**config.mk**
```make
export PLATFORM = sky130hd
export DESIGN_NAME = lvdc_phase_timer
export DESIGN_NICKNAME = d
export VERILOG_FILES = /design/src/rtl/lvdc_timing_pkg.sv /design/src/rtl/lvdc_bit_counter.sv /design/src/rtl/lvdc_phase_timer.sv
export SDC_FILE = /design/constraint.sdc
export NUM_CORES = 1
export LEC_CHECK = 0
export BUFFER_PORTS_ARGS = -buffer_cell sky130_fd_sc_hd__buf_2
export CAP_MARGIN = 20
export CORE_MARGIN = 5
export CORE_UTILIZATION = 56
export DETAILED_ROUTE_END_ITERATION = 6
export PLACE_DENSITY_LB_ADDON = 0.1
export SLEW_MARGIN = 40
export SYNTH_ARGS = -nofsm -noshare
export SYNTH_HDL_FRONTEND = slang
export SYNTH_HIERARCHICAL = 1
export SYNTH_SLANG_ARGS = --single-unit
```
**constraint.sdc**
```tcl
create_clock -name clk -period 2.5 [get_ports clk]
set_input_delay 0.375 -clock clk [delete_from_list [all_inputs] [get_ports clk]]
set_output_delay 0.375 -clock clk [all_outputs]
set_load 0.02 [all_outputs]
```
**src/rtl/lvdc_timing_pkg.sv**
```systemverilog
// Shared timing definitions for the LVDC bit-time phase generator:
// sequencer states, strobe slot assignments and default counts.
package lvdc_timing_pkg;

    typedef enum logic [1:0] {
        ST_HALT     = 2'd0,
        ST_RUNNING  = 2'd1,
        ST_STEPPING = 2'd2,
        ST_STOPPING = 2'd3
    } phase_state_e;

    localparam int SLOT_W = 4;
    localparam int BCNT_W = 4;
    localparam int WCNT_W = 2;

    localparam logic [SLOT_W-1:0] SLOT_V1 = 4'd0;
    localparam logic [SLOT_W-1:0] SLOT_W2 = 4'd2;
    localparam logic [SLOT_W-1:0] SLOT_X7 = 4'd4;
    localparam logic [SLOT_W-1:0] SLOT_Y1 = 4'd5;
    localparam logic [SLOT_W-1:0] SLOT_Z6 = 4'd6;

    localparam int DEF_CYC_PER_BIT      = 8;
    localparam int DEF_BITS_PER_WORD    = 14;
    localparam int DEF_WORDS_PER_SECTOR = 4;

endpackage

```
**src/rtl/lvdc_bit_counter.sv**
```systemverilog
// Slot -> bit time -> word time counter cascade. Exposes next-state values
// so the parent can register strobes that line up with the counter registers.
module lvdc_bit_counter
    import lvdc_timing_pkg::*;
#(
    parameter int CYC_PER_BIT      = DEF_CYC_PER_BIT,
    parameter int BITS_PER_WORD    = DEF_BITS_PER_WORD,
    parameter int WORDS_PER_SECTOR = DEF_WORDS_PER_SECTOR
) (
    input  logic              clk,
    input  logic              rst,
    input  logic              en_i,
    output logic [SLOT_W-1:0] slot_d_o,
    output logic [BCNT_W-1:0] bcnt_d_o,
    output logic [BCNT_W-1:0] bcnt_o,
    output logic [WCNT_W-1:0] wcnt_o
);

    localparam logic [SLOT_W-1:0] SLOT_LAST = SLOT_W'(CYC_PER_BIT - 1);
    localparam logic [BCNT_W-1:0] BCNT_LAST = BCNT_W'(BITS_PER_WORD - 1);
    localparam logic [WCNT_W-1:0] WCNT_LAST = WCNT_W'(WORDS_PER_SECTOR - 1);

    logic [SLOT_W-1:0] slot_q, slot_d;
    logic [BCNT_W-1:0] bcnt_q, bcnt_d;
    logic [WCNT_W-1:0] wcnt_q, wcnt_d;

    always_comb begin
        slot_d = slot_q;
        bcnt_d = bcnt_q;
        wcnt_d = wcnt_q;
        if (en_i) begin
            if (slot_q == SLOT_LAST) begin
                slot_d = '0;
                if (bcnt_q == BCNT_LAST) begin
                    bcnt_d = '0;
                    wcnt_d = (wcnt_q == WCNT_LAST) ? '0 : wcnt_q + 1'b1;
                end else begin
                    bcnt_d = bcnt_q + 1'b1;
                end
            end else begin
                slot_d = slot_q + 1'b1;
            end
        end
    end

    always_ff @(posedge clk) begin
        if (rst) begin
            slot_q <= '0;
            bcnt_q <= '0;
            wcnt_q <= '0;
        end else begin
            slot_q <= slot_d;
            bcnt_q <= bcnt_d;
            wcnt_q <= wcnt_d;
        end
    end

    assign slot_d_o = slot_d;
    assign bcnt_d_o = bcnt_d;
    assign bcnt_o   = bcnt_q;
    assign wcnt_o   = wcnt_q;

endmodule

```
**src/rtl/lvdc_phase_timer.sv**
```systemverilog
// Bit-time phase strobe generator with run/halt/single-step sequencing.
// Strobes start and stop only on word boundaries.
module lvdc_phase_timer
    import lvdc_timing_pkg::*;
#(
    parameter int CYC_PER_BIT      = DEF_CYC_PER_BIT,
    parameter int BITS_PER_WORD    = DEF_BITS_PER_WORD,
    parameter int WORDS_PER_SECTOR = DEF_WORDS_PER_SECTOR
) (
    input  logic              clk,
    input  logic              rst,
    input  logic              RUN,
    input  logic              STEP,
    output logic              V1,
    output logic              W2,
    output logic              X7,
    output logic              Y1,
    output logic              Z6,
    output logic              V4MOD4,
    output logic              RUNV,
    output logic [BCNT_W-1:0] BCNT,
    output logic [WCNT_W-1:0] WCNT,
    output logic              WEND
);

    localparam logic [SLOT_W-1:0] SLOT_LAST = SLOT_W'(CYC_PER_BIT - 1);
    localparam logic [BCNT_W-1:0] BCNT_LAST = BCNT_W'(BITS_PER_WORD - 1);

    phase_state_e      state_q, state_d;
    logic              runv_q, runv_d;
    logic              v1_q, w2_q, x7_q, y1_q, z6_q, v4mod4_q, wend_q;
    logic [SLOT_W-1:0] slot_d;
    logic [BCNT_W-1:0] bcnt_d;

    lvdc_bit_counter #(
        .CYC_PER_BIT      (CYC_PER_BIT),
        .BITS_PER_WORD    (BITS_PER_WORD),
        .WORDS_PER_SECTOR (WORDS_PER_SECTOR)
    ) u_bit_counter (
        .clk      (clk),
        .rst      (rst),
        .en_i     (runv_q),
        .slot_d_o (slot_d),
        .bcnt_d_o (bcnt_d),
        .bcnt_o   (BCNT),
        .wcnt_o   (WCNT)
    );

    // wend_q marks the final cycle of a word, so any exit to HALT here
    // coincides with the counters wrapping back to slot 0, bit 0.
    always_comb begin
        state_d = state_q;
        case (state_q)
            ST_HALT: begin
                if (RUN)       state_d = ST_RUNNING;
                else if (STEP) state_d = ST_STEPPING;
            end
            ST_RUNNING: begin
                if (!RUN) state_d = wend_q ? ST_HALT : ST_STOPPING;
            end
            ST_STEPPING: begin
                if (wend_q) state_d = ST_HALT;
            end
            ST_STOPPING: begin
                if (RUN)         state_d = ST_RUNNING;
                else if (wend_q) state_d = ST_HALT;
            end
            default: state_d = ST_HALT;
        endcase
        runv_d = (state_d != ST_HALT);
    end

    // Strobes decode the counters' next values so each registered strobe
    // is high in the same cycle the counter register holds its slot.
    always_ff @(posedge clk) begin
        if (rst) begin
            state_q  <= ST_HALT;
            runv_q   <= 1'b0;
            v1_q     <= 1'b0;
            w2_q     <= 1'b0;
            x7_q     <= 1'b0;
            y1_q     <= 1'b0;
            z6_q     <= 1'b0;
            v4mod4_q <= 1'b0;
            wend_q   <= 1'b0;
        end else begin
            state_q  <= state_d;
            runv_q   <= runv_d;
            v1_q     <= runv_d && (slot_d == SLOT_V1);
            w2_q     <= runv_d && (slot_d == SLOT_W2);
            x7_q     <= runv_d && (slot_d == SLOT_X7);
            y1_q     <= runv_d && (slot_d == SLOT_Y1);
            z6_q     <= runv_d && (slot_d == SLOT_Z6);
            v4mod4_q <= runv_d && (slot_d == SLOT_V1) && (bcnt_d[1:0] == 2'b00);
            wend_q   <= runv_d && (slot_d == SLOT_LAST) && (bcnt_d == BCNT_LAST);
        end
    end

    assign V1     = v1_q;
    assign W2     = w2_q;
    assign X7     = x7_q;
    assign Y1     = y1_q;
    assign Z6     = z6_q;
    assign V4MOD4 = v4mod4_q;
    assign RUNV   = runv_q;
    assign WEND   = wend_q;

endmodule

```
* Word-level counts from Yosys, hierarchy flattened
Cells that the tools add are included.
Cells by class: reduce and logical (&&, ||, !) cells 13, eq/ne operators 12, add/sub/neg operators 3, multiplexer cells 13
Operators with widths (number):
- $eq 4x3->1 const B | 5
- $mux 4 | 5
- $mux 2 | 7
- $add 4x1->4 const B | 2
- $eq 4x4->1 const B | 2
- $logic_and 1x1->1 | 8
- $pmux 2 s4 | 1
- $eq 2x2->1 const B | 3
- $eq 4x2->1 const B | 1
- $logic_not 2->1 | 2
- $logic_not 4->1 | 1
- $reduce_and 3->1 | 1
- $add 2x1->2 const B | 1
- $eq 2x1->1 const B | 1
- $reduce_bool 2->1 | 1
Word-level totals: output and inout port bits 14, bits in registers 20

* Logic depth before layout (Yosys ltp)
depth after elaboration 6, depth in mapped cells 6, gate-level depth less buffers 6

* Hierarchy
Netlist, hierarchy kept.
By module, submodules not included:
- lvdc_bit_counter | sequential area each 200.2 um2, instances 1, area each 518.0 um2, cells an instance 54
- lvdc_phase_timer | sequential area each 200.2 um2, instances 1, area each 385.4 um2, cells an instance 37

* Worst setup path after synthesis
No wires, ideal clock.
path kind register -> register, start point reg u_bit_counter.slot_q[0], end point reg wend_q (netlist: WEND), cell stages (with the launch flop) 7, data required time 2.412 ns, path buffers 0, clock period less this slack 1.688 ns, setup time 0.088 ns, arrival time 1.600 ns, path slack 0.812 ns, cells stage by stage dfxtp_1 -> ha_1 -> nand4b_4 -> or4b_4 -> nand2_1 -> nand4b_1 -> nor4_2
On the way: elaborated cells between the ends (all ways) 10, those cells by class add/sub (1); eq/ne (3); mux (4); reduce/logical (2)
RTL lines:
- start, declared | line lvdc_bit_counter.sv:23 | logic [SLOT_W-1:0] slot_q, slot_d;
- start signal, assigned | line lvdc_bit_counter.sv:52 | slot_q <= slot_d;
- $eq 4x3->1 | line lvdc_bit_counter.sv:32 | if (slot_q == SLOT_LAST) begin
- $mux 4 | line lvdc_bit_counter.sv:32
- $mux 4 | line lvdc_bit_counter.sv:31 | if (en_i) begin
- net bcnt_d[3] | line lvdc_phase_timer.sv:33 | logic [BCNT_W-1:0] bcnt_d;
- $eq 4x4->1 | line lvdc_phase_timer.sv:95 | wend_q <= runv_d && (slot_d == SLOT_LAST) && (bcnt_d == BCNT_LAST);
- $logic_and 1x1->1 | line lvdc_phase_timer.sv:95
- end signal, assigned | line lvdc_phase_timer.sv:95
- end, declared | line lvdc_phase_timer.sv:31 | logic v1_q, w2_q, x7_q, y1_q, z6_q, v4mod4_q, wend_q;
The timed path passes the listed nets, and every way through them passes these cells. A chain may end at the register's enable or synchronous reset.

* Worst setup path in the final report
Ends and elaborated chain as after synthesis.

==> run summary <==
Core Area = 1520 sq um
fin util = 68.6%
number of setup buffers added after CTS = 0
final critical-path share of the clock period = 73.7%
clock-pin slew on the worst setup and hold paths = 110 ps
worst vdd rail ir drop = 0.367 mV
Placed Cells = 122
final std cells w/o fill = 126
Final setup viols = 0
final hold violation count = 0
Synth Net Count = 97
Max Freq = 0.542 GHz
net switching power = 0.139 mW
sw frac = 21.3%
FF+latch area = 400 sq um
post-synthesis cell type count = 31
Post-Synth Simple-Gate Area = 37.3%
Chip Width = 50.2 microns
ratio of cells with drive above 1 in the final layout = 27.3%
I/O pins = 18
Core Rows = 14
antenna-violating nets left = 0
Seq/Total Area, Yosys = 44.3%
post-CTS sizing = 0
Post-Synthesis Cells = 91
Worst setup SP type = flop
Post-synth EDFFs = 0
hpwl dp = 1.21 mm
gr usage total = 14.9%
RSZ-0062 raised after global routing = no
Post-CTS Hold Buffers = 0
Syn Std Cell Area = 903 sq um
CTS tree = done
required time worst endpoint = 2710 ps
Worst path slowest cell = or4b_4
share of power burned in registers = 51.9%
initial DRC count = 11
Final Slew Violations = 0
Max-slew headroom = 76.8%
initial antenna violation count = 0
DR WL/cell = 13.4 microns
CTS Buffer Depth = 2
CP max FO = 5
die footprint = 2520 sq um
Initial Util = 59.3%
status = completed
Crit. End Element = flop
clk_skew = 3.32 ps
async set or reset register ratio after synthesis = 0%
drt first pass iters = 4
CTS HTree Levels = 1
critical path type = flop to flop
most common cell after layout, fill and taps aside = dfxtp_1
final worst slack = 657 ps
GRT overflow = 0
area delta synth->final = 15.8%
Worst Max-Slew Pin Slew = 344 ps
Worst Hold Margin = 364 ps
root buffer cell = clkbuf_4
power share of the clock group = 39.0%
footprint of the multi-input gates = 480 sq um
diodes inserted = 0
number of port buffers = 17
Period minus WS final = 1840 ps
Hold Path Class = input pin to flop
most frequent cells in the layout = dfxtp_1 (20), buf_2 (17), nand2_1 (8), nand2b_1 (6), nor2b_1 (6)
Compound-Gate Fraction of Synth Area = 6.37%
Filler Cell Count = 142
WP data arrival = 2060 ps
Post-synth top flop = dfxtp_1
via count = 717
setup tns final = 0 ps
worst-skew pair later-pin latency = 290 ps
DR DRC count = 0
leak pwr = 0.471 nW
P per Cell Area = 627 nW/um^2
adder-cell share of the synthesized area = 2.77%
drt via density = 5.69
Seq cells post-synth = 20
max incr delay on CP = 550 ps
Synth Warn # = 6
vias in the first global route = 668
largest net degree at the start of global routing = 17
Die H = 50.2 microns
DRT Wirelength = 1.69 mm
first-pass GRT wire length = 2.90 mm
CTS buffer count = 3
Post-Place Worst Slack = 708 ps
gp weighted congestion = 0.801
NumNets Final = 117
critical path cell sequence = ha_1 -> nand4b_4 -> or4b_4 -> nand2_1 -> nand4b_1 -> nor4_2
clk sink count = 20
Pint = 0.516 mW
Max-Cap Viols = 0
mux cell area share after synthesis = 4.85%
Mean Syn Cell Area = 9.93 sq um
Synth Area in XOR/XNOR = 1.94%
Comb power frac = 9.1%
dominant combinational cell family by area after synthesis = simple AND/OR/NAND/NOR gates
through the flow:
stage	power [mW]	cell area [sq um]
floorplan	0.391	903
global placement	0.405	993
detailed placement	0.407	993
CTS	0.666	1050
global route	0.689	1050
finish	0.655	1050
area by class of cell:
type	instances	area share [%]
sequential	20	38.3
clock inverter	1	2.87
multi-input combinational	67	45.9
tap	16	1.91
timing repair buffer	17	8.13
inverter	2	0.718
clock buffer	3	2.15
worst max-delay path: cells and delay by family, from the launching register on:
family / cells / cell delay (ps)
DFF: 1 / 380
and+or+nand+nor: 5 / 1090
adders and majority gates: 1 / 290
state kept, by name (all words and copies together), names as in the netlist:
| signal | flops |
|---|---|
| u_bit_counter/bcnt_o | 4 |
| u_bit_counter/slot_q | 4 |
| state_q | 2 |
| u_bit_counter/wcnt_o | 2 |
| RUNV | 1 |
| V1 | 1 |
| V4MOD4 | 1 |
| W2 | 1 |
| WEND | 1 |
| X7 | 1 |
| Y1 | 1 |
| Z6 | 1 |
path summary, 6_finish.rpt:
| check | start | endpoint | slack (ps) | cells past startpoint |
|---|---|---|---|---|
| hold / removal | RUN | state_q[0] | 360 | 3 |
| hold reg to reg | u_bit_counter/wcnt_o[1] | u_bit_counter/wcnt_o[1] | 500 | 2 |
| setup / recovery | u_bit_counter/slot_q[0] | WEND | 660 | 6 |
| setup reg to reg | u_bit_counter/slot_q[0] | WEND | 660 | 6 |
Yosys cell counts (all sizes together) (2+ instances only):
library cell	count	share of area (%)
and3b	2	1.9
dfxtp	20	44
or4	2	1.7
nor2b	6	4.2
nor4	5	4.8
inv	2	0.83
nand2b	6	4.2
xnor2	2	1.9
nand3b	2	1.7
nor3	4	2.2
nand2	8	3.3
mux2	3	3.7
a21oi	5	2.8
ha	2	2.8
nand4b	4	5.5
nor2	3	1.2
o21ai	5	2.8
logic make-up (layout without fill, tap and decap cells):
logic type | Yosys count | count (layout)
DFF | 20 | 20
xor gates and xnor gates | 2 | 2
muxes | 4 | 4
adders and majority gates | 2 | 2
and+or+nand+nor | 48 | 48
AOI/OAI and AO/OA | 11 | 11
buffers and inverters | 4 | 23
power by group through the flow:
| stage | sequential, mW | clock (mW) | combinational [mW] |
|---|---|---|---|
| 2_1_floorplan | 0.354 | 0 | 0.0376 |
| 3_3_place_gp | 0.347 | 0 | 0.0582 |
| 6_report | 0.340 | 0.255 | 0.0598 |
| 5_1_grt | 0.342 | 0.282 | 0.0655 |
| 4_1_cts | 0.340 | 0.265 | 0.0601 |
| 3_5_place_dp | 0.348 | 0 | 0.0599 |
per-layer routing:
| metal | vias to the layer above | routed length (microns) | track usage [%] |
|---|---|---|---|
| met5 | - | 0 | 0 |
| met4 | 0 | 13 | 6.55 |
| met3 | 2 | 103 | 2.96 |
| met2 | 17 | 769 | 24.7 |
| met1 | 328 | 803 | 18.5 |
| li1 | 370 | - | - |
Power figures use the tool's default switching activity.
